[config.mk]
export PLATFORM = sky130hd
export DESIGN_NAME = dmem_access_rv_flat
export DESIGN_NICKNAME = d
export VERILOG_FILES = /design/src/rtl/dmem_access_rv_if.sv /design/src/rtl/dmem_access_rv.sv /design/src/flat_wrapper.sv
export SDC_FILE = /design/constraint.sdc
export NUM_CORES = 1
export LEC_CHECK = 0
export BUFFER_PORTS_ARGS = -buffer_cell sky130_fd_sc_hd__buf_2
export CELL_PAD_IN_SITES_DETAIL_PLACEMENT = 1
export CELL_PAD_IN_SITES_GLOBAL_PLACEMENT = 1
export CORE_MARGIN = 4
export CORE_UTILIZATION = 40
export CTS_BUF_LIST = sky130_fd_sc_hd__clkbuf_8
export CTS_CLUSTER_SIZE = 8
export DETAILED_ROUTE_END_ITERATION = 10
export PLACE_DENSITY = 0.95
export SYNTH_ARGS = -nofsm -noshare
export SYNTH_HDL_FRONTEND = slang
export SYNTH_SLANG_ARGS = --single-unit
[constraint.sdc]
create_clock -name iwClk -period 5.2 [get_ports iwClk]
set_input_delay 0.26 -clock iwClk [delete_from_list [all_inputs] [get_ports iwClk]]
set_output_delay 0.26 -clock iwClk [all_outputs]
set_load 0.005 [all_outputs]
[src/rtl/dmem_access_rv_if.sv]
// Signal bundle between the write-back/decoder side, dmem_access_rv and the word-wide data-memory bus.
// The unit uses the slave modport; whatever drives requests and models memory uses master.
interface dmem_access_rv_if;
    logic        iwReq;
    logic [31:0] iwAddr;
    logic        iwWrite;
    logic        iwSignExtend;
    logic [1:0]  iwAccess;
    logic [31:0] iwWData;
    logic        owBusy;
    logic        orDone;
    logic [31:0] orRData;
    logic [3:0]  orException;
    logic        orMemReq;
    logic        orMemWe;
    logic [31:0] orMemAddr;
    logic [31:0] orMemWData;
    logic [31:0] iwMemRData;
    logic        iwMemAck;

    modport slave (
        input  iwReq, iwAddr, iwWrite, iwSignExtend, iwAccess, iwWData,
        input  iwMemRData, iwMemAck,
        output owBusy, orDone, orRData, orException,
        output orMemReq, orMemWe, orMemAddr, orMemWData
    );

    modport master (
        output iwReq, iwAddr, iwWrite, iwSignExtend, iwAccess, iwWData,
        output iwMemRData, iwMemAck,
        input  owBusy, orDone, orRData, orException,
        input  orMemReq, orMemWe, orMemAddr, orMemWData
    );
endinterface

[src/rtl/dmem_access_rv.sv]
// RV32 data-memory access unit: aligned/extended loads, word stores, and sub-word stores by
// read-modify-write on a bus without byte enables, with alignment checks and a per-phase bus timeout.
module dmem_access_rv #(
    parameter int TIMEOUT_CYCLES = 255
) (
    input logic             iwClk,
    input logic             iwRst,
    dmem_access_rv_if.slave bus
);
    localparam logic [1:0] MEM_ACCESS_BYTE      = 2'd0;
    localparam logic [1:0] MEM_ACCESS_HALF_WORD = 2'd1;
    localparam logic [1:0] MEM_ACCESS_WORD      = 2'd2;
    localparam logic [1:0] MEM_ACCESS_ILLEGAL   = 2'd3;

    localparam logic [3:0] EXCEPTION_SUCCESS           = 4'd0;
    localparam logic [3:0] EXCEPTION_ILLEGAL_INSTR     = 4'd1;
    localparam logic [3:0] EXCEPTION_MISALIGNED_ACCESS = 4'd2;
    localparam logic [3:0] EXCEPTION_BUS_TIMEOUT       = 4'd3;

    localparam logic [7:0] TIMEOUT_LIMIT = TIMEOUT_CYCLES[7:0];

    typedef enum logic [2:0] {
        S_IDLE,
        S_RD,
        S_WR,
        S_RMW_RD,
        S_RMW_WR,
        S_DONE
    } state_t;

    state_t      state_q, state_d;
    logic [31:0] addr_q, addr_d;
    logic        write_q, write_d;
    logic        sext_q, sext_d;
    logic [1:0]  access_q, access_d;
    logic [31:0] wdata_q, wdata_d;
    logic [31:0] merged_q, merged_d;
    logic [31:0] rdata_q, rdata_d;
    logic [3:0]  exc_q, exc_d;
    logic [7:0]  cnt_q, cnt_d;
    logic        hold_q, hold_d;

    logic [4:0]  lane_shift;
    logic [31:0] shifted;
    logic [31:0] load_value;
    logic [31:0] lane_mask;
    logic [31:0] lane_data;
    logic [31:0] merged_word;
    logic        timed_out;
    logic        req_misaligned;

    // Lane extraction for loads and lane replacement for sub-word stores, both relative to the
    // registered address; alignment has already been guaranteed by the time a bus phase runs.
    always_comb begin
        lane_shift = {addr_q[1:0], 3'b000};
        shifted    = bus.iwMemRData >> lane_shift;
        load_value = bus.iwMemRData;
        lane_mask  = 32'h0000_FFFF << lane_shift;
        lane_data  = {2{wdata_q[15:0]}};
        case (access_q)
            MEM_ACCESS_BYTE: begin
                load_value = {{24{sext_q & shifted[7]}}, shifted[7:0]};
                lane_mask  = 32'h0000_00FF << lane_shift;
                lane_data  = {4{wdata_q[7:0]}};
            end
            MEM_ACCESS_HALF_WORD: begin
                load_value = {{16{sext_q & shifted[15]}}, shifted[15:0]};
            end
            default: begin
                load_value = bus.iwMemRData;
            end
        endcase
        merged_word = (bus.iwMemRData & ~lane_mask) | (lane_data & lane_mask);
        timed_out   = !bus.iwMemAck && (cnt_q == TIMEOUT_LIMIT);
        req_misaligned = ((bus.iwAccess == MEM_ACCESS_HALF_WORD) && bus.iwAddr[0]) ||
                         ((bus.iwAccess == MEM_ACCESS_WORD) && (bus.iwAddr[1:0] != 2'b00));
    end

    always_comb begin
        state_d  = state_q;
        addr_d   = addr_q;
        write_d  = write_q;
        sext_d   = sext_q;
        access_d = access_q;
        wdata_d  = wdata_q;
        merged_d = merged_q;
        rdata_d  = rdata_q;
        exc_d    = exc_q;
        cnt_d    = cnt_q;
        hold_d   = hold_q;
        case (state_q)
            S_IDLE: begin
                if (bus.iwReq) begin
                    addr_d   = bus.iwAddr;
                    write_d  = bus.iwWrite;
                    sext_d   = bus.iwSignExtend;
                    access_d = bus.iwAccess;
                    wdata_d  = bus.iwWData;
                    rdata_d  = 32'h0;
                    exc_d    = EXCEPTION_SUCCESS;
                    cnt_d    = 8'd0;
                    hold_d   = 1'b0;
                    // Rejected requests linger one extra cycle in DONE so their completion
                    // lines up with a zero-wait load.
                    if (bus.iwAccess == MEM_ACCESS_ILLEGAL) begin
                        exc_d   = EXCEPTION_ILLEGAL_INSTR;
                        hold_d  = 1'b1;
                        state_d = S_DONE;
                    end else if (req_misaligned) begin
                        exc_d   = EXCEPTION_MISALIGNED_ACCESS;
                        hold_d  = 1'b1;
                        state_d = S_DONE;
                    end else if (!bus.iwWrite) begin
                        state_d = S_RD;
                    end else if (bus.iwAccess == MEM_ACCESS_WORD) begin
                        state_d = S_WR;
                    end else begin
                        state_d = S_RMW_RD;
                    end
                end
            end
            S_RD: begin
                if (bus.iwMemAck) begin
                    rdata_d = load_value;
                    state_d = S_DONE;
                end else if (timed_out) begin
                    exc_d   = EXCEPTION_BUS_TIMEOUT;
                    state_d = S_DONE;
                end else begin
                    cnt_d = cnt_q + 8'd1;
                end
            end
            S_RMW_RD: begin
                if (bus.iwMemAck) begin
                    merged_d = merged_word;
                    cnt_d    = 8'd0;
                    state_d  = S_RMW_WR;
                end else if (timed_out) begin
                    exc_d   = EXCEPTION_BUS_TIMEOUT;
                    state_d = S_DONE;
                end else begin
                    cnt_d = cnt_q + 8'd1;
                end
            end
            S_WR, S_RMW_WR: begin
                if (bus.iwMemAck) begin
                    state_d = S_DONE;
                end else if (timed_out) begin
                    exc_d   = EXCEPTION_BUS_TIMEOUT;
                    state_d = S_DONE;
                end else begin
                    cnt_d = cnt_q + 8'd1;
                end
            end
            S_DONE: begin
                if (hold_q) begin
                    hold_d = 1'b0;
                end else begin
                    state_d = S_IDLE;
                end
            end
            default: begin
                state_d = S_IDLE;
            end
        endcase
    end

    always_ff @(posedge iwClk) begin
        if (iwRst) begin
            state_q  <= S_IDLE;
            addr_q   <= 32'h0;
            write_q  <= 1'b0;
            sext_q   <= 1'b0;
            access_q <= 2'b00;
            wdata_q  <= 32'h0;
            merged_q <= 32'h0;
            rdata_q  <= 32'h0;
            exc_q    <= EXCEPTION_SUCCESS;
            cnt_q    <= 8'd0;
            hold_q   <= 1'b0;
        end else begin
            state_q  <= state_d;
            addr_q   <= addr_d;
            write_q  <= write_d;
            sext_q   <= sext_d;
            access_q <= access_d;
            wdata_q  <= wdata_d;
            merged_q <= merged_d;
            rdata_q  <= rdata_d;
            exc_q    <= exc_d;
            cnt_q    <= cnt_d;
            hold_q   <= hold_d;
        end
    end

    // Bus and handshake outputs are pure decodes of registered state.
    assign bus.owBusy      = (state_q != S_IDLE);
    assign bus.orDone      = (state_q == S_DONE) && !hold_q;
    assign bus.orRData     = rdata_q;
    assign bus.orException = exc_q;
    assign bus.orMemReq    = (state_q == S_RD) || (state_q == S_WR) ||
                             (state_q == S_RMW_RD) || (state_q == S_RMW_WR);
    assign bus.orMemWe     = (state_q == S_WR) || (state_q == S_RMW_WR);
    assign bus.orMemAddr   = {addr_q[31:2], 2'b00};
    assign bus.orMemWData  = (state_q == S_WR)     ? wdata_q  :
                             (state_q == S_RMW_WR) ? merged_q : 32'h0;

    logic unused_write;
    assign unused_write = write_q;
endmodule

[src/flat_wrapper.sv]
// flat-port wrapper written by rule: the top's interface ports become plain ports
module dmem_access_rv_flat 
#(
    parameter int TIMEOUT_CYCLES = 255
)
  (iwClk, iwRst, bus_iwReq, bus_iwAddr, bus_iwWrite, bus_iwSignExtend, bus_iwAccess, bus_iwWData, bus_iwMemRData, bus_iwMemAck, bus_owBusy, bus_orDone, bus_orRData, bus_orException, bus_orMemReq, bus_orMemWe, bus_orMemAddr, bus_orMemWData);
  dmem_access_rv_if bus_i ();
  input logic iwClk;
  input logic iwRst;
  input wire logic [$bits(bus_i.iwReq)-1:0] bus_iwReq;
  input wire logic [$bits(bus_i.iwAddr)-1:0] bus_iwAddr;
  input wire logic [$bits(bus_i.iwWrite)-1:0] bus_iwWrite;
  input wire logic [$bits(bus_i.iwSignExtend)-1:0] bus_iwSignExtend;
  input wire logic [$bits(bus_i.iwAccess)-1:0] bus_iwAccess;
  input wire logic [$bits(bus_i.iwWData)-1:0] bus_iwWData;
  input wire logic [$bits(bus_i.iwMemRData)-1:0] bus_iwMemRData;
  input wire logic [$bits(bus_i.iwMemAck)-1:0] bus_iwMemAck;
  output wire logic [$bits(bus_i.owBusy)-1:0] bus_owBusy;
  output wire logic [$bits(bus_i.orDone)-1:0] bus_orDone;
  output wire logic [$bits(bus_i.orRData)-1:0] bus_orRData;
  output wire logic [$bits(bus_i.orException)-1:0] bus_orException;
  output wire logic [$bits(bus_i.orMemReq)-1:0] bus_orMemReq;
  output wire logic [$bits(bus_i.orMemWe)-1:0] bus_orMemWe;
  output wire logic [$bits(bus_i.orMemAddr)-1:0] bus_orMemAddr;
  output wire logic [$bits(bus_i.orMemWData)-1:0] bus_orMemWData;
  assign bus_i.iwReq = bus_iwReq;
  assign bus_i.iwAddr = bus_iwAddr;
  assign bus_i.iwWrite = bus_iwWrite;
  assign bus_i.iwSignExtend = bus_iwSignExtend;
  assign bus_i.iwAccess = bus_iwAccess;
  assign bus_i.iwWData = bus_iwWData;
  assign bus_i.iwMemRData = bus_iwMemRData;
  assign bus_i.iwMemAck = bus_iwMemAck;
  assign bus_owBusy = bus_i.owBusy;
  assign bus_orDone = bus_i.orDone;
  assign bus_orRData = bus_i.orRData;
  assign bus_orException = bus_i.orException;
  assign bus_orMemReq = bus_i.orMemReq;
  assign bus_orMemWe = bus_i.orMemWe;
  assign bus_orMemAddr = bus_i.orMemAddr;
  assign bus_orMemWData = bus_i.orMemWData;
  dmem_access_rv #(.TIMEOUT_CYCLES(TIMEOUT_CYCLES)) u_core (.iwClk(iwClk), .iwRst(iwRst), .bus(bus_i));
endmodule
* Yosys cells after proc, flatten, opt, wreduce, memory -nomap -nowiden
Index checks and enable logic that the tools add are counted.
** Word-level totals
- Output and inout port bits :: 104
- Logic and storage cells :: 97
- Bits of input ports :: 104
- Bits in registers :: 147
** Operators by class
- Equal/unequal tests :: 16
- Mux-type cells :: 33
- $add $sub $neg :: 1
- Reduce and logical (&&, ||, !) cells :: 28
- Bitwise logic cells :: 6
- Shift operators :: 3
** Operator list (count)
- 32-bit 2-to-1 mux :: 6
- 32-bit case mux with 2 select lines :: 2
- 32-bit bitwise AND :: 2
- 8-bit 2-to-1 mux :: 4
- 32-bit inverter :: 1
- 32-bit bitwise OR :: 1
- 16-bit by 5-bit << shifter with 32-bit output (first input constant) :: 1
- 8-bit by 5-bit << shifter with 32-bit output (first input constant) :: 1
- 32-bit by 5-bit right shift with 16-bit output :: 1
- 3-bit 2-to-1 mux :: 8
- 8-bit case mux with 3 select lines :: 1
- 4-bit 2-to-1 mux :: 4
- 3-bit case mux with 4 select lines :: 1
- 2-bit inequality test (second input constant) :: 5
- 8-bit by 1-bit adder with 8-bit output (second input constant) :: 1
- 8-bit == test (second input constant) :: 1
- 4-bit case mux with 2 select lines :: 1
- 2-bit AND reduction :: 4
- 2-bit nonzero test :: 4
- 3-bit by 2-bit == test with 1-bit output (second input constant) :: 2
- 3-bit == test (second input constant) :: 2
- 3-bit AND reduction :: 2
- 3-bit nonzero test :: 2
- 1-bit logical OR :: 5
- 15 further kinds :: 25

* Longest topological paths before layout
- Depth in word-level cells :: 7
- Mapped depth :: 7
- Gate-level depth less buffers :: 5

* Least setup slack after synthesis
No wires, ideal clock.
- Kind :: reg-to-output
- Start point :: register u_core.state_q[1]
- End point :: output bus_orMemWData[10]
- Arrival :: 1545 ps
- Cell stages (with the launch flop) :: 7
- Path slack :: 3395 ps
- Cell sequence :: dfxtp_1 -> buf_6 -> clkbuf_1 -> and3_1 -> clkbuf_1 -> clkbuf_1 -> a22o_1
** Between the ends
- Word-level cells in the longest chain between the ends :: 3
- Elaborated cells on any way between the ends :: 4
** Ends and longest elaborated chain
- from (decl) :: RTL line dmem_access_rv.sv:31 : state_t state_q, state_d;
- from (signal assigned) :: RTL line dmem_access_rv.sv:182 : state_q <= state_d;
- 3-bit == test :: RTL line dmem_access_rv.sv:206 : (state_q == S_RMW_WR) ? merged_q : 32'h0;
- 32-bit 2-to-1 mux :: RTL line dmem_access_rv.sv:206
- 32-bit 2-to-1 mux * :: RTL line dmem_access_rv.sv:205 : assign bus.orMemWData = (state_q == S_WR) ? wdata_q :
- to (decl) :: RTL line flat_wrapper.sv:25 : output wire logic [$bits(bus_i.orMemWData)-1:0] bus_orMemWData;
Every way passes the cells marked *; elsewhere a longest branch is shown, timed or not.

* Final worst setup path
- Start point :: register u_core.state_q[2]
- End point :: output bus_orMemWData[18]
The elaborated chain is that of the path after synthesis.

==> results_dict.tcl <==
set metrics [dict create \
    ys_ff_latch 145 \
    avgSynthCellArea_um2 8.186 \
    ioPinCount 208 \
    die_area_um2 19530 \
    path_class "flop to output pin" \
    synth-seq-area-share 0.4182 \
    routed-via-count 6937 \
    cp-end-kind "output pin" \
    syn_area_um2 6942 \
    path_buf_inv 3 \
    finalInstanceArea_um2 8140 \
    track_usage 0.2397 \
    synth_ff_type "dfxtp_1" \
    status "completed" \
    clock-root-buffer "clkbuf_8" \
    nets 1077 \
    hold_viol 0 \
    cp_cell_sequence "inv_1, nor3_2, buf_4, a22o_1, buf_2" \
    ys_async_sr_fraction 0 \
    setup-violations-final 0 \
    finalCriticalPeriod_ns 2.677 \
    post-route-util 0.4840 \
    hold_class "input port to flop" \
    stdcell_count 1205 \
    fin_crit_sh 0.5148 \
    wire_per_inst_um 20.16 \
    first_pass_iters 5 \
    critPathRequiredTime_ns 4.94 \
    path_clk_slew_ns 0.08 \
    yosysUniqueCellTypes 60 \
    numCtsBuffers 17 \
    slowest_stage "dfxtp_1" \
    power_mw 2.670 \
    drc 0 \
    die_w_um 139.7 \
    dpl_cell_area_um2 7754 \
    die_h_um 139.7 \
    ctsResizeCount 0 \
    area_growth_pct 17.27 \
    fmax_ghz 0.3736 \
    grt_pass1_wl_mm 37.61 \
    drv_cap 0 \
    clk_latency_ns 0.45 \
    cp_top_family "buffers and inverters" \
    grt_antenna_before_repair 3 \
    cts_setup_buffers 0 \
    drive_gt1_frac 0.2599 \
    slew_viol_final 0 \
    arrival_ns 2.42 \
    ctsHtreeMaxLevel 4 \
    final_cell_mix "202 x buf_2, 162 x nand2_1, 145 x dfxtp_1" \
    grt_max_degree 67 \
    dpl.cell_count 1173 \
    ctsHoldBuffers 0 \
    final_common_cell "buf_2" \
    p_leak_nw 3.456 \
    floorplan.initialDensity 0.4127 \
    synth_enable_flop_cells 0 \
    gr-total-overflow 0 \
    relSlewSlack 0.3377 \
    drt_iter0_markers 480 \
    antenna_left 0 \
    cts_tree "yes" \
    worst-path-max-fanout 32 \
    finalSetupTns_ns 0 \
    skew_ns 0.008275 \
    clock_sinks 145 \
    slowest_delay_ns 0.65 \
    vdd_drop_max_mv 0.1636 \
    p_per_area_nw_per_um2 328.0 \
    rsz0062_at_grt "false" \
    placeableCoreArea_um2 16820 \
    drt_wl_total_mm 24.29 \
    syn_inst 848 \
    place_congestion 0.8788 \
    first_global_vias 6936 \
    dp_hpwl_mm 17.35 \
    worstMarginPinSlew_ns 0.9935 \
    clock_path_buffers 2 \
    yosysWarnings 0 \
    viasPerCell 5.757 \
    num_rows 47 \
    num_antenna_cells 0 \
    io_buffers 203 \
    cp-start-kind "flop" \
]
cells in the mapped netlist, types with 3 or more instances:
cell type / number / area [um^2]
a22o_1: 33 / 289.0
a21oi_1: 128 / 640.6
o31ai_1: 6 / 45.04
buf_1: 4 / 15.01
a221o_1: 16 / 160.2
a311o_1: 7 / 70.07
or4_1: 4 / 30.03
o22ai_1: 4 / 25.02
buf_2: 11 / 55.05
nor2b_1: 3 / 18.77
a31oi_1: 3 / 18.77
nand3_1: 13 / 65.06
and3_1: 3 / 18.77
dfxtp_1: 145 / 2903
o31a_1: 3 / 26.28
buf_4: 34 / 255.2
inv_1: 22 / 82.58
a211o_1: 7 / 61.31
or3_1: 3 / 18.77
nand2b_1: 4 / 25.02
mux2i_1: 33 / 330.3
o21ai_0: 21 / 105.1
nand2_1: 162 / 608.1
a211oi_1: 19 / 142.6
a22oi_1: 7 / 52.55
nor2_1: 32 / 120.1
a2bb2oi_1: 7 / 61.31
o221ai_1: 8 / 70.07
nor3_1: 10 / 50.05
clkbuf_1: 58 / 217.7
area by class of cell:
class	instances	area [um^2]
well taps	220	275.3
flip-flops and latches	145	2903
multi-input cells	575	3415
inverters	22	82.58
fillers	2115	8678
clock buffers	18	247.7
repair buffers	211	1079
clock inverters	14	138.9
path summary, 6_finish.rpt:
path	start	endpoint	slack, ns	depth (start not counted)
max	u_core.state_q[2]$_SDFFE_PP0P_	bus_orMemWData[18]	2.52	5
min	bus_iwAddr[18]	u_core.addr_q[18]$_SDFFE_PP0P_	0.03	3
max reg2reg	u_core.state_q[0]$_SDFFE_PP0P_	u_core.bus.orRData[16]$_SDFFE_PP0P_	2.58	4
min reg2reg	u_core.addr_q[26]$_SDFFE_PP0P_	u_core.addr_q[26]$_SDFFE_PP0P_	0.45	2
metrics by stage:
stage	setup WS, ns	hold slack [ns]
CTS	2.531	0.008485
floorplan	3.395	0.3910
finish	2.523	0.03052
global route	2.382	0.01628
global placement	2.801	0.4380
detailed placement	2.687	0.4451
worst reg2reg max path, stage by stage, from the launching register on:
cell and delay [ns]:
dfxtp_1 0.66, nand4bb_1 0.74, nor3_1 0.39, o211a_1 0.53, a221o_1 0.24
power by group:
group / internal [mW] / switching [mW] / leakage, nW
Sequential: 1.18 / 0.0816 / 1.18
Clock: 0.437 / 0.461 / 0.195
Combinational: 0.188 / 0.326 / 2.08
Total: 1.80 / 0.868 / 3.46
metal layers:
metal  track usage  up-vias  routed length, um
li1              -     3239                  -
met1        0.2951     3324              10030
met2        0.3915      309              11480
met3       0.07684       59               2095
met4       0.09179        6                654
met5             0        -                 34
registers in the layout, summed over array words and instances, names as in the netlist:
signal / cells
u_core.addr_q: 32
u_core.bus.orRData: 32
u_core.merged_q: 32
u_core.wdata_q: 32
u_core.cnt_q: 8
u_core.state_q: 3
u_core.access_q: 2
u_core.bus.orException: 2
u_core.hold_q: 1
u_core.sext_q: 1
logic make-up (layout without fill, tap and decap cells):
kind of cell,after synthesis,in the layout,synth area share
AOI/OAI and AO/OA,281,281,0.2713
xor gates and xnor gates,1,1,0.001262
adders and majority gates,1,1,0.001802
buffers and inverters,131,265,0.09337
DFF,145,145,0.4182
muxes,36,36,0.05407
other,1,4,0.0005402
and+or+nand+nor,252,252,0.1595
(Power assumes the default switching activity.)
